==> src/rtl/hack_pkg.sv <==
// Shared definitions for the Hack CPU control stage: datapath widths,
// FSM state encoding and instruction field bit positions.
package hack_pkg;

  localparam int ADDR_W = 15;
  localparam int DATA_W = 16;

  typedef enum logic [2:0] {
    IDLE,
    FETCH,
    DECODE,
    MREAD,
    EXEC,
    MWRITE
  } state_t;

  // Instruction word layout
  localparam int CI_BIT = 15;  // 1 = C-instruction, 0 = A-instruction
  localparam int A_BIT  = 12;  // ALU y select: 1 = M, 0 = A
  localparam int ZX_BIT = 11;
  localparam int NX_BIT = 10;
  localparam int ZY_BIT = 9;
  localparam int NY_BIT = 8;
  localparam int F_BIT  = 7;
  localparam int NO_BIT = 6;
  localparam int DEST_A = 5;
  localparam int DEST_D = 4;
  localparam int DEST_M = 3;
  localparam int J_LT   = 2;
  localparam int J_EQ   = 1;
  localparam int J_GT   = 0;

endpackage

==> src/rtl/alu.sv <==
// Hack ALU, purely combinational.
// Ports: x, y       16-bit operands
//        zx,nx,zy,ny,f,no  control bits
//        out        16-bit result
//        zr, ng     result-is-zero / result-is-negative flags
module alu (
  input  logic [15:0] x,
  input  logic [15:0] y,
  input  logic        zx,
  input  logic        nx,
  input  logic        zy,
  input  logic        ny,
  input  logic        f,
  input  logic        no,
  output logic [15:0] out,
  output logic        zr,
  output logic        ng
);

  logic [15:0] x1, x2, y1, y2, r;

  always_comb begin
    x1  = zx ? '0 : x;
    x2  = nx ? ~x1 : x1;
    y1  = zy ? '0 : y;
    y2  = ny ? ~y1 : y1;
    r   = f ? (x2 + y2) : (x2 & y2);
    out = no ? ~r : r;
    zr  = (out == '0);
    ng  = out[15];
  end

endmodule

==> src/rtl/hack_cpu_ctrl.sv <==
// Multi-cycle Hack CPU control and register stage around the Hack ALU.
// Fetches via imem req/ack, decodes A/C instructions, reads M and writes
// M via dmem req/ack, and updates A, D and PC.
// Ports: clk, rst_n (async active-low)
//        imem_req/imem_addr/imem_rdata/imem_ack   instruction fetch port
//        dmem_re/dmem_we/dmem_addr/dmem_wdata/dmem_rdata/dmem_ack  data port
//        retire     one-cycle pulse in the final cycle of each instruction
//        pc, a_reg, d_reg  architectural registers (debug)
module hack_cpu_ctrl
  import hack_pkg::*;
(
  input  logic              clk,
  input  logic              rst_n,
  output logic              imem_req,
  output logic [ADDR_W-1:0] imem_addr,
  input  logic [DATA_W-1:0] imem_rdata,
  input  logic              imem_ack,
  output logic              dmem_re,
  output logic              dmem_we,
  output logic [ADDR_W-1:0] dmem_addr,
  output logic [DATA_W-1:0] dmem_wdata,
  input  logic [DATA_W-1:0] dmem_rdata,
  input  logic              dmem_ack,
  output logic              retire,
  output logic [ADDR_W-1:0] pc,
  output logic [DATA_W-1:0] a_reg,
  output logic [DATA_W-1:0] d_reg
);

  state_t            state;
  logic [DATA_W-1:0] ir;
  logic [DATA_W-1:0] m_reg;
  logic [DATA_W-1:0] a_q;
  logic [DATA_W-1:0] d_q;
  logic [DATA_W-1:0] wdata_q;
  logic [ADDR_W-1:0] pc_q;
  logic [ADDR_W-1:0] maddr_q;

  logic [DATA_W-1:0] alu_y;
  logic [DATA_W-1:0] alu_out;
  logic              alu_zr;
  logic              alu_ng;
  logic              jump;

  always_comb begin
    alu_y = ir[A_BIT] ? m_reg : a_q;
    jump  = (ir[J_LT] & alu_ng) |
            (ir[J_EQ] & alu_zr) |
            (ir[J_GT] & ~alu_ng & ~alu_zr);
  end

  alu u_alu (
    .x  (d_q),
    .y  (alu_y),
    .zx (ir[ZX_BIT]),
    .nx (ir[NX_BIT]),
    .zy (ir[ZY_BIT]),
    .ny (ir[NY_BIT]),
    .f  (ir[F_BIT]),
    .no (ir[NO_BIT]),
    .out(alu_out),
    .zr (alu_zr),
    .ng (alu_ng)
  );

  always_ff @(posedge clk or negedge rst_n) begin
    if (!rst_n) begin
      state   <= IDLE;
      ir      <= '0;
      m_reg   <= '0;
      a_q     <= '0;
      d_q     <= '0;
      wdata_q <= '0;
      pc_q    <= '0;
      maddr_q <= '0;
    end else begin
      case (state)
        IDLE: state <= FETCH;
        FETCH: begin
          if (imem_ack) begin
            ir    <= imem_rdata;
            state <= DECODE;
          end
        end
        DECODE: begin
          if (!ir[CI_BIT]) begin
            a_q   <= {1'b0, ir[ADDR_W-1:0]};
            pc_q  <= pc_q + 1'b1;
            state <= FETCH;
          end else if (ir[A_BIT]) begin
            state <= MREAD;
          end else begin
            state <= EXEC;
          end
        end
        MREAD: begin
          if (dmem_ack) begin
            m_reg <= dmem_rdata;
            state <= EXEC;
          end
        end
        EXEC: begin
          // Jump target and M address both use A as it was before this edge.
          if (ir[DEST_A]) a_q <= alu_out;
          if (ir[DEST_D]) d_q <= alu_out;
          pc_q <= jump ? a_q[ADDR_W-1:0] : pc_q + 1'b1;
          if (ir[DEST_M]) begin
            maddr_q <= a_q[ADDR_W-1:0];
            wdata_q <= alu_out;
            state   <= MWRITE;
          end else begin
            state <= FETCH;
          end
        end
        MWRITE: begin
          if (dmem_ack) state <= FETCH;
        end
        default: state <= IDLE;
      endcase
    end
  end

  // Outputs decode the state register directly so an asynchronous reset
  // drops any outstanding request immediately.
  always_comb begin
    imem_req   = 1'b0;
    dmem_re    = 1'b0;
    dmem_we    = 1'b0;
    dmem_addr  = '0;
    dmem_wdata = '0;
    retire     = 1'b0;
    case (state)
      FETCH:  imem_req = 1'b1;
      DECODE: retire = ~ir[CI_BIT];
      MREAD: begin
        dmem_re   = 1'b1;
        dmem_addr = a_q[ADDR_W-1:0];
      end
      EXEC:   retire = ~ir[DEST_M];
      MWRITE: begin
        dmem_we    = 1'b1;
        dmem_addr  = maddr_q;
        dmem_wdata = wdata_q;
        retire     = dmem_ack;
      end
      default: ;
    endcase
  end

  assign imem_addr = pc_q;
  assign pc        = pc_q;
  assign a_reg     = a_q;
  assign d_reg     = d_q;

endmodule
==> config.mk <==
export PLATFORM = sky130hd
export DESIGN_NAME = hack_cpu_ctrl
export DESIGN_NICKNAME = d
export VERILOG_FILES = /design/src/rtl/hack_pkg.sv /design/src/rtl/alu.sv /design/src/rtl/hack_cpu_ctrl.sv
export SDC_FILE = /design/constraint.sdc
export NUM_CORES = 1
export LEC_CHECK = 0
export CAP_MARGIN = 20
export CORE_MARGIN = 5
export CORE_UTILIZATION = 40
export DETAILED_ROUTE_END_ITERATION = 6
export GPL_ROUTABILITY_DRIVEN = 0
export PLACE_DENSITY_LB_ADDON = 0.12
export SYNTH_ARGS = -nofsm -noshare
export SYNTH_HDL_FRONTEND = slang
export SYNTH_SLANG_ARGS = --single-unit
==> constraint.sdc <==
create_clock -name clk -period 4.1 [get_ports clk]
set_input_delay 0.82 -clock clk [delete_from_list [all_inputs] [get_ports clk]]
set_output_delay 0.82 -clock clk [all_outputs]
set_load 0.01 [all_outputs]
Word level (Yosys, flattened, before mapping):

Cells that the tools add are included.

* flip-flop bits (word level): 113

* add/sub/neg operators: 2
* mux-type cells: 26
* equality and inequality tests: 10
* reduce and logical (&&, ||, !) cells: 10
* bitwise gates (word level): 14

Operators with widths (number)
* 16-bit two-way mux: 10
* 15-bit one-hot mux with 2 select lines: 2
* 16-bit inverter: 3
* 16-bit one-hot mux with 2 select lines: 1
* 15-bit two-way mux: 2
* 3-bit two-way mux: 6
* 3-bit one-hot mux with 6 select lines: 1
* 16-bit adder: 1
* 16-bit bitwise AND: 1
* 16-bit zero test: 1
* 15-bit by 1-bit adder with 15-bit output, second input constant: 1
* 2-bit inequality test, second input constant: 5
* 2-bit AND reduction: 5
* 3-bit by 2-bit == test with 1-bit output, second input constant: 2
* 3-bit == test, second input constant: 2
* 3-bit AND reduction: 2
* 1-bit bitwise AND: 4
* 1-bit inverter: 4
* 3-bit by 1-bit == test with 1-bit output, second input constant: 1
* 3-bit zero test: 1
* 1-bit two-way mux: 3
* 1-bit one-hot mux with 3 select lines: 1
* 1-bit OR: 2
* 2-bit nonzero test: 1

Longest topological paths before layout:

Gate-level depths: netlist (run 1).

* depth in word-level cells: 14
* mapped depth: 19
* depth with buffers taken out: 16

Hierarchy:

A second synthesis (run 1) with hierarchy kept.

* cells, all modules: 713
* area total of the unflattened synthesis: 7279.5 um^2

Modules (own cells, without submodules)
* hack_cpu_ctrl: times used 1, cells an instance 446, sequential area each 2827.7 um^2, area an instance 5372.7 um^2
* alu: times used 1, cells an instance 267, sequential area each 0.0 um^2, area an instance 1906.8 um^2

Least setup slack after synthesis (run 1):

No wires, ideal clock.

* kind: register to register
* from: register ir[12]
* to: register pc_q[10], in the netlist imem_addr[10]
* arrival time: 4.197 ns
* setup slack: -0.240 ns
* stages on the path, launching flop included: 19
* library setup time: 0.143 ns
* buffers on the path: 4
* path through: dfrtp_1 -> clkbuf_1 -> buf_1 -> mux2i_1 -> nor2_1 -> xor2_1 -> ha_1 -> nand4_1 -> a21oi_2 -> nor4_4 -> or4_1 -> a31o_1 -> and4_1 -> and3_1 -> a211o_1 -> buf_6 -> buf_6 -> o21ai_1 -> a22oi_1

* cells in the longest elaborated chain, start to end: 14
* elaborated cells between the ends (all ways): 20
* classes of those cells: add/sub: 1; mux: 7; bitwise: 11; reduce/logical: 1

Ends and longest elaborated chain
* start: declaration: RTL line hack_cpu_ctrl.sv:31 `logic [DATA_W-1:0] ir;`
* start signal: assignment: RTL line hack_cpu_ctrl.sv:81 `ir <= imem_rdata;`
* 16-bit two-way mux (*): RTL line hack_cpu_ctrl.sv:46 `alu_y = ir[A_BIT] ? m_reg : a_q;`
* 16-bit two-way mux (*): RTL line alu.sv:25 `y1 = zy ? '0 : y;`
* 16-bit inverter: RTL line alu.sv:26 `y2 = ny ? ~y1 : y1;`
* 16-bit two-way mux (*): RTL line alu.sv:26
* 16-bit adder or 16-bit bitwise AND (tied branches): RTL line alu.sv:27 `r = f ? (x2 + y2) : (x2 & y2);`
* 16-bit two-way mux (*): RTL line alu.sv:27
* 16-bit inverter: RTL line alu.sv:28 `out = no ? ~r : r;`
* 16-bit two-way mux (*): RTL line alu.sv:28
* 16-bit zero test or 1-bit inverter (tied branches): RTL line alu.sv:29, hack_cpu_ctrl.sv:49
* 1-bit bitwise AND (tied with other cells): RTL line hack_cpu_ctrl.sv:48 `(ir[J_EQ] & alu_zr) |`
* 1-bit OR or 1-bit bitwise AND (tied branches): RTL line hack_cpu_ctrl.sv:47, hack_cpu_ctrl.sv:49
* 1-bit OR (*): RTL line hack_cpu_ctrl.sv:48
* 15-bit two-way mux (*): RTL line hack_cpu_ctrl.sv:106 `pc_q <= jump ? a_q[ADDR_W-1:0] : pc_q + 1'b1;`
* 15-bit one-hot mux with 2 select lines (*): RTL line hack_cpu_ctrl.sv:77 `case (state)`
* end signal: assignment: RTL line hack_cpu_ctrl.sv:88 `pc_q <= pc_q + 1'b1;`
* end signal: assignment: RTL line hack_cpu_ctrl.sv:106
* end: declaration: RTL line hack_cpu_ctrl.sv:36 `logic [ADDR_W-1:0] pc_q;`

Mark *: on every way between the ends. The rest lies on a longest branch, timed or not.
A chain may end at the register's enable or synchronous reset.

Final worst setup path (run 1):

* from: register ir[11]
* to: register pc_q[7], in the netlist imem_addr[7]

* cells in the longest elaborated chain, start to end: 13
* elaborated cells between the ends (all ways): 19
* classes of those cells: add/sub: 1; mux: 6; bitwise: 11; reduce/logical: 1

Ends and longest elaborated chain
* 16-bit two-way mux (*): RTL line alu.sv:23 `x1 = zx ? '0 : x;`
* 16-bit inverter: RTL line alu.sv:24 `x2 = nx ? ~x1 : x1;`
* 16-bit two-way mux (*): RTL line alu.sv:24
* 16-bit adder or 16-bit bitwise AND (tied branches): RTL line alu.sv:27
* 16-bit two-way mux (*): RTL line alu.sv:27
* 16-bit inverter: RTL line alu.sv:28
* 16-bit two-way mux (*): RTL line alu.sv:28
* 16-bit zero test or 1-bit inverter (tied branches): RTL line alu.sv:29, hack_cpu_ctrl.sv:49
* 1-bit bitwise AND (tied with other cells): RTL line hack_cpu_ctrl.sv:48
* 1-bit OR or 1-bit bitwise AND (tied branches): RTL line hack_cpu_ctrl.sv:47, hack_cpu_ctrl.sv:49
* 1-bit OR (*): RTL line hack_cpu_ctrl.sv:48
* 15-bit two-way mux (*): RTL line hack_cpu_ctrl.sv:106
* 15-bit one-hot mux with 2 select lines (*): RTL line hack_cpu_ctrl.sv:77

Marks and branches as above.

==> metrics.md, run 1 <==
| Metric | Value |
|---|---|
| Library cells used by synthesis | 67 |
| Hold_buf cts | 0 |
| CTS max path bufs | 2 |
| Avg WL per Cell | 19.3 um |
| H-tree depth | 4 |
| TritonCTS Sinks | 113 |
| Largest net degree at the start of global routing | 63 |
| Violated checks | negative setup slack |
| Finished Core Util | 55.7% |
| Clk_skew | 0.0110 ns |
| Max-cap violations | 0 |
| Post-route setup slack | -0.0625 ns |
| CTS buffer count | 17 |
| Port bufs | 132 |
| Post-synth EDFFs | 0 |
| Die W | 143 um |
| CP Data Arrival Time | 4.45 ns |
| Fin. max-slew vios | 0 |
| TNS Setup | -0.404 ns |
| Gr usage total | 21.7% |
| Initial antenna violation count | 0 |
| Post-route ant nets | 0 |
| Die Area | 20600 um2 |
| Global-route wire length before repair | 34.4 mm |
| Ys flop type | dfrtp_1 |
| Number of fill cells | 1526 |
| Post-synthesis xor/xnor area fraction | 5.66% |
| Crit. End Element | flip-flop |
| #FFs+latches synth | 113 |
| Worst hold path class | in -> async |
| Antenna Cells | 0 |
| Outcome | finished, violations left |
| Layout cells sized above 1 | 18.4% |
| Worst-skew pair later-pin latency | 0.42 ns |
| Final nets | 964 |
| Total wire length | 22.2 mm |
| Required time worst endpoint | 4.39 ns |
| Compound-gate portion of the synthesized area | 16.0% |
| Row count | 48 |
| Vias per cell | 5.47 |
| RSZ-0062 raised after global routing | true |
| CTS tree | built |
| Fmax | 240 MHz |
| Post-DP HPWL | 16.3 mm |
| Die Span Y | 143 um |
| Most frequent cells in the layout | 131 x clkdlybuf4s50_1, 113 x dfrtp_1, 80 x nand2_1 |
| Net count after synthesis | 816 |
| Cells after DPL | 1102 |
| Layout area overhead | 35.9% |
| Setup Crit Path Kind | reg -> reg |
| Measured slew at the worst slew-check pin | 1.02 ns |
| Initial DRC Count | 568 |
| Worst relative slew slack | 32.1% |
| Startpoint Class | flip-flop |
| Post-Synth Adder-Cell Area | 3.27% |
| Synthesis warning total | 0 |
| Total gr overflow | 0 |
| Asr flop ratio synth | 100% |
| Starting Density | 41.0% |
| Core area | 17400 um2 |
| Post-layout min period | 4.16 ns |
| Fin Hold WS | 0.438 ns |
| Post-synthesis mux area share | 12.3% |
| Syn_area_per_cell | 9.34 um2 |
| CP max FO | 9 |
| Clock transition at the registers of the reported paths | 0.06 ns |
| Drc violations | 0 |
| Vias in the first global route | 6274 |
| Clock root cell | clkbuf_16 |
| First-pass DRT Iterations | 5 |
| Final setup violation count | 12 |
| Cells after synthesis | 762 |
| Period utilization | 102% |
| Top-level I/O count | 133 |
| Sequential fraction of the synthesis area | 39.7% |
| Most common cell after layout, fill and taps aside | clkdlybuf4s50_1 |
| Finished Layout Cells | 1148 |
| Post-Syn Area | 7120 um2 |
| Synth Area in Simple Gates | 17.7% |
| Vias | 6275 |
| Largest family of logic cells by synthesized area | simple AND/OR/NAND/NOR gates |
| Endpoints failing hold | 0 |
==> final timing paths <==
check	start	cells after the start	slack, ns	end
hold reg to reg	wdata_q[8]$_DFFE_PN0P_	2	0.48	wdata_q[8]$_DFFE_PN0P_
min in group clk	wdata_q[8]$_DFFE_PN0P_	2	0.48	wdata_q[8]$_DFFE_PN0P_
setup / recovery	ir[11]$_DFFE_PN0P_	16	-0.06	imem_addr[7]$_DFFE_PN0P_
setup reg to reg	ir[11]$_DFFE_PN0P_	16	-0.06	imem_addr[7]$_DFFE_PN0P_
max in group asynchronous	rst_n	2	2.87	ir[8]$_DFFE_PN0P_
hold / removal	rst_n	1	0.44	maddr_q[5]$_DFFE_PN0P_
==> worst max-delay path, cell delays in order (launching register included) <==
cell	delay [ns]
dfrtp_1	0.40
buf_4	0.16
nand2b_1	0.15
xnor2_1	0.30
ha_2	0.41
a21o_1	0.21
a211oi_2	0.22
o2bb2ai_2	0.08
or4_1	0.51
a21boi_1	0.18
o2111a_1	0.22
and4_4	0.24
a311oi_2	0.10
a211o_4	0.36
buf_12	0.17
mux2i_2	0.19
a22oi_1	0.11
==> metrics by stage <==
stage	instance area (um2)	setup slack, ns
floorplan	7130	0.0169
global placement	8790	-0.0878
detailed placement	8790	-0.136
CTS	9540	-0.0309
global route	9670	-0.218
finish	9670	-0.0625
==> routing by layer <==
metal / track usage [%] / wire length [um] / vias up
li1: - / - / 2971
met2: 36.7 / 10800 / 212
met3: 4.53 / 1400 / 25
met4: 4.76 / 308 / 0
met1: 28.7 / 9630 / 3067
met5: 0 / 0 / -
==> logic make-up after synthesis <==
family / count (synthesis)
and+or+nand+nor: 246
AOI/OAI and AO/OA: 177
DFF: 113
muxes: 82
buffers and inverters: 80
xor gates and xnor gates: 46
adders and majority gates: 18
==> synth_stat cells, types with 4 or more instances <==
cell	count	area, um2
and3_1	10	62.6
clkbuf_1	34	128
nor4_1	4	25.0
nand3_1	11	55.1
a211oi_1	4	30.0
dfrtp_1	113	2830
buf_4	15	113
buf_1	6	22.5
and2_1	21	131
nor3b_1	8	60.1
nor2b_1	10	62.6
nand2_1	80	300
nand2b_1	22	138
ha_1	17	213
a22oi_1	10	75.1
xnor2_1	22	193
inv_1	16	60.1
buf_2	7	35.0
a22o_1	16	140
xor2_1	24	210
mux2_2	45	507
o21ai_1	11	55.1
mux2i_1	37	370
a21oi_1	35	175
nor2_1	51	191
nand4_1	5	31.3
o21ai_0	60	300
a21o_1	5	37.5
==> area by class of cell <==
type / instances / area, um2 / share of cell area, %
clock buffers: 20 / 447 / 4.62
inverters: 16 / 60.1 / 0.621
well taps: 225 / 282 / 2.91
repair buffers: 193 / 1850 / 19.2
clock inverters: 12 / 134 / 1.38
flip-flops and latches: 113 / 2830 / 29.2
multi-input cells: 569 / 4070 / 42.0
==> timing repair <==
action                     CTS  global route
resized for setup           14            21
buffers inserted             9             3
setup endpoints to repair   15            15
gates cloned                 2             0
pin swaps                    6            14
Power of run 1 is not shown: default switching activity piles up to over one toggle a cycle in this logic, so the estimate is an artifact.
==> run 2, diff against run 1 <==
==> constraint.sdc (replaced) <==
create_clock -name clk -period 4.6 [get_ports clk]
set_input_delay 0.46 -clock clk [delete_from_list [all_inputs] [get_ports clk]]
set_output_delay 0.46 -clock clk [all_outputs]
set_load 0.01 [all_outputs]
==> run 2 against run 1 <==
The run ends with negative hold slack left. Utilization down 1.8 points. Global-route usage decreased by 0.67 points. Count of clock-buffer cells in the layout up 3. Final area decreased by 3.2%. Maximum frequency down 4.9%. First-iteration DRC count is 32% lower. Cell count fell by 2.4%. Highest routed layer unchanged.
==> metrics.md, run 2 (synthesis results as in run 1) <==
| Metric | Value |
|---|---|
| Fin. max-slew vios | 0 (unchanged) |
| H-tree depth | 4 (unchanged) |
| Port bufs | 132 (unchanged) |
| Endpoints failing hold | 5 (+5) |
| Vias | 6149 (-2.0%) |
| Vias per cell | 5.49 (+0.35%) |
| Clock root cell | clkbuf_16 |
| Area of the multi-input gates | 3930 um2 (-3.4%) |
| First-pass DRT Iterations | 6 (+1) |
| Cells after DPL | 1088 (-1.3%) |
| Row count | 48 (unchanged) |
| Post-layout min period | 4.38 ns (+0.217 ns) |
| Hold_buf cts | 0 (unchanged) |
| CP max FO | 29 (+20) |
| Most common cell after layout, fill and taps aside | clkdlybuf4s50_1 |
| Die Area | 20600 um2 (unchanged) |
| Fmax | 228 MHz (-4.9%) |
| Final setup violation count | 0 (-12) |
| Top-level I/O count | 133 (unchanged) |
| Measured slew at the worst slew-check pin | 1.03 ns (+0.00946 ns) |
| Finished Layout Cells | 1121 (-2.4%) |
| Crit. End Element | flip-flop |
| Most frequent cells in the layout | 131 x clkdlybuf4s50_1, 112 x dfrtp_1, 80 x nand2_1 |
| Drc violations | 0 (unchanged) |
| Largest net degree at the start of global routing | 80 (+27%) |
| Worst hold path class | in -> async |
| Fin Hold WS | -0.00501 ns (-0.443 ns) |
| Setup Crit Path Kind | reg -> reg |
| Worst relative slew slack | 31.5% (-0.63 points) |
| Initial antenna violation count | 0 (unchanged) |
| Clk_skew | 0.00893 ns (-0.00206 ns) |
| Postcts setup bufs | 0 (-9) |
| TNS Setup | 0 ns (+0.404 ns) |
| Global-route wire length before repair | 33.2 mm (-3.3%) |
| Gr usage total | 21.0% (-0.67 points) |
| Startpoint Class | flip-flop |
| CP Data Arrival Time | 4.66 ns (+0.21 ns) |
| TritonCTS Sinks | 113 (unchanged) |
| Clock transition at the registers of the reported paths | 0.06 ns (about the same) |
| Starting Density | 41.0% (unchanged) |
| Register Area | 2830 um2 (about the same) |
| Violated checks | negative hold slack |
| CTS buffer count | 17 (unchanged) |
| Antenna Cells | 0 (unchanged) |
| Final nets | 938 (-2.7%) |
| Vias in the first global route | 6060 (-3.4%) |
| Die W | 143 um (unchanged) |
| Post-route setup slack | 0.221 ns (+0.283 ns) |
| Post-DP HPWL | 16.2 mm (-0.66%) |
| Avg WL per Cell | 19.2 um (-0.57%) |
| Pre-CTS setup slack | 0.131 ns (+0.267 ns) |
| RSZ-0062 raised after global routing | false |
| Core area | 17400 um2 (unchanged) |
| Post-route ant nets | 0 (unchanged) |
| Layout cells sized above 1 | 13.7% (-4.7 points) |
| Total gr overflow | 0 (unchanged) |
| Cts repair resizes | 0 (-14) |
| CTS max path bufs | 2 (unchanged) |
| CTS tree | built |
| Worst-skew pair later-pin latency | 0.42 ns (about the same) |
| Total wire length | 21.5 mm (-2.9%) |
| Outcome | finished, violations left |
| Number of fill cells | 1566 (+2.6%) |
| Required time worst endpoint | 4.88 ns (+0.49 ns) |
| Layout area overhead | 31.4% |
| Initial DRC Count | 386 (-32%) |
| Max-cap violations | 0 (unchanged) |
| Finished Core Util | 53.9% (-1.8 points) |
| Die Span Y | 143 um (unchanged) |
| Period utilization | 95.2% (-6.3 points) |
run 2: path summary, 6_finish.rpt:
kind,start,to,slack (ns),depth (start not counted)
worst max register to register,ir[12]$_DFFE_PN0P_,imem_addr[11]$_DFFE_PN0P_,0.22,17
max in group asynchronous,rst_n,ir[12]$_DFFE_PN0P_,3.48,3
worst min-delay path,rst_n,maddr_q[14]$_DFFE_PN0P_,-0.005,1
worst min register to register,wdata_q[7]$_DFFE_PN0P_,wdata_q[7]$_DFFE_PN0P_,0.47,2
min in group clk,wdata_q[7]$_DFFE_PN0P_,wdata_q[7]$_DFFE_PN0P_,0.47,2
worst max-delay path,ir[12]$_DFFE_PN0P_,imem_addr[11]$_DFFE_PN0P_,0.22,17
run 2: area by class of cell:
cell class / count / area share, %
clock buffers: 23 / 5.32
clock inverters: 8 / 1.35
inverters: 16 / 0.642
multi-input cells: 569 / 42.0
flip-flops and latches: 113 / 30.2
well taps: 225 / 3.01
repair buffers: 167 / 17.5
run 2: per-layer routing:
metal / vias to the layer above / wire [um] / global-route usage (%)
li1: 2917 / - / -
met1: 3028 / 9240 / 26.7
met2: 179 / 10800 / 36.4
met3: 25 / 1130 / 4.16
met4: 0 / 328 / 6.00
met5: - / 0 / 0
run 2: stage by stage:
stage               instance area [um2]  hold WS, ns
global route                       9360       0.0285
detailed placement                 8670        0.469
finish                             9360     -0.00501
CTS                                9300        0.256
floorplan                          7120        0.164
global placement                   8670        0.460
run 2: critical path: stages (launching register included):
cell and delay, ns:
dfrtp_2 0.41, buf_12 0.18, mux2i_1 0.24, nor2_1 0.07, xor2_1 0.15, ha_1 0.37
and2_4 0.19, nand3_2 0.13, a21oi_2 0.27, nor4_4 0.09, or4_1 0.56, a31o_1 0.24
and4_1 0.23, a311oi_1 0.29, a211o_1 0.23, buf_12 0.22, mux2i_1 0.24, a22oi_1 0.11
Power of run 2 is left out for the same reason.
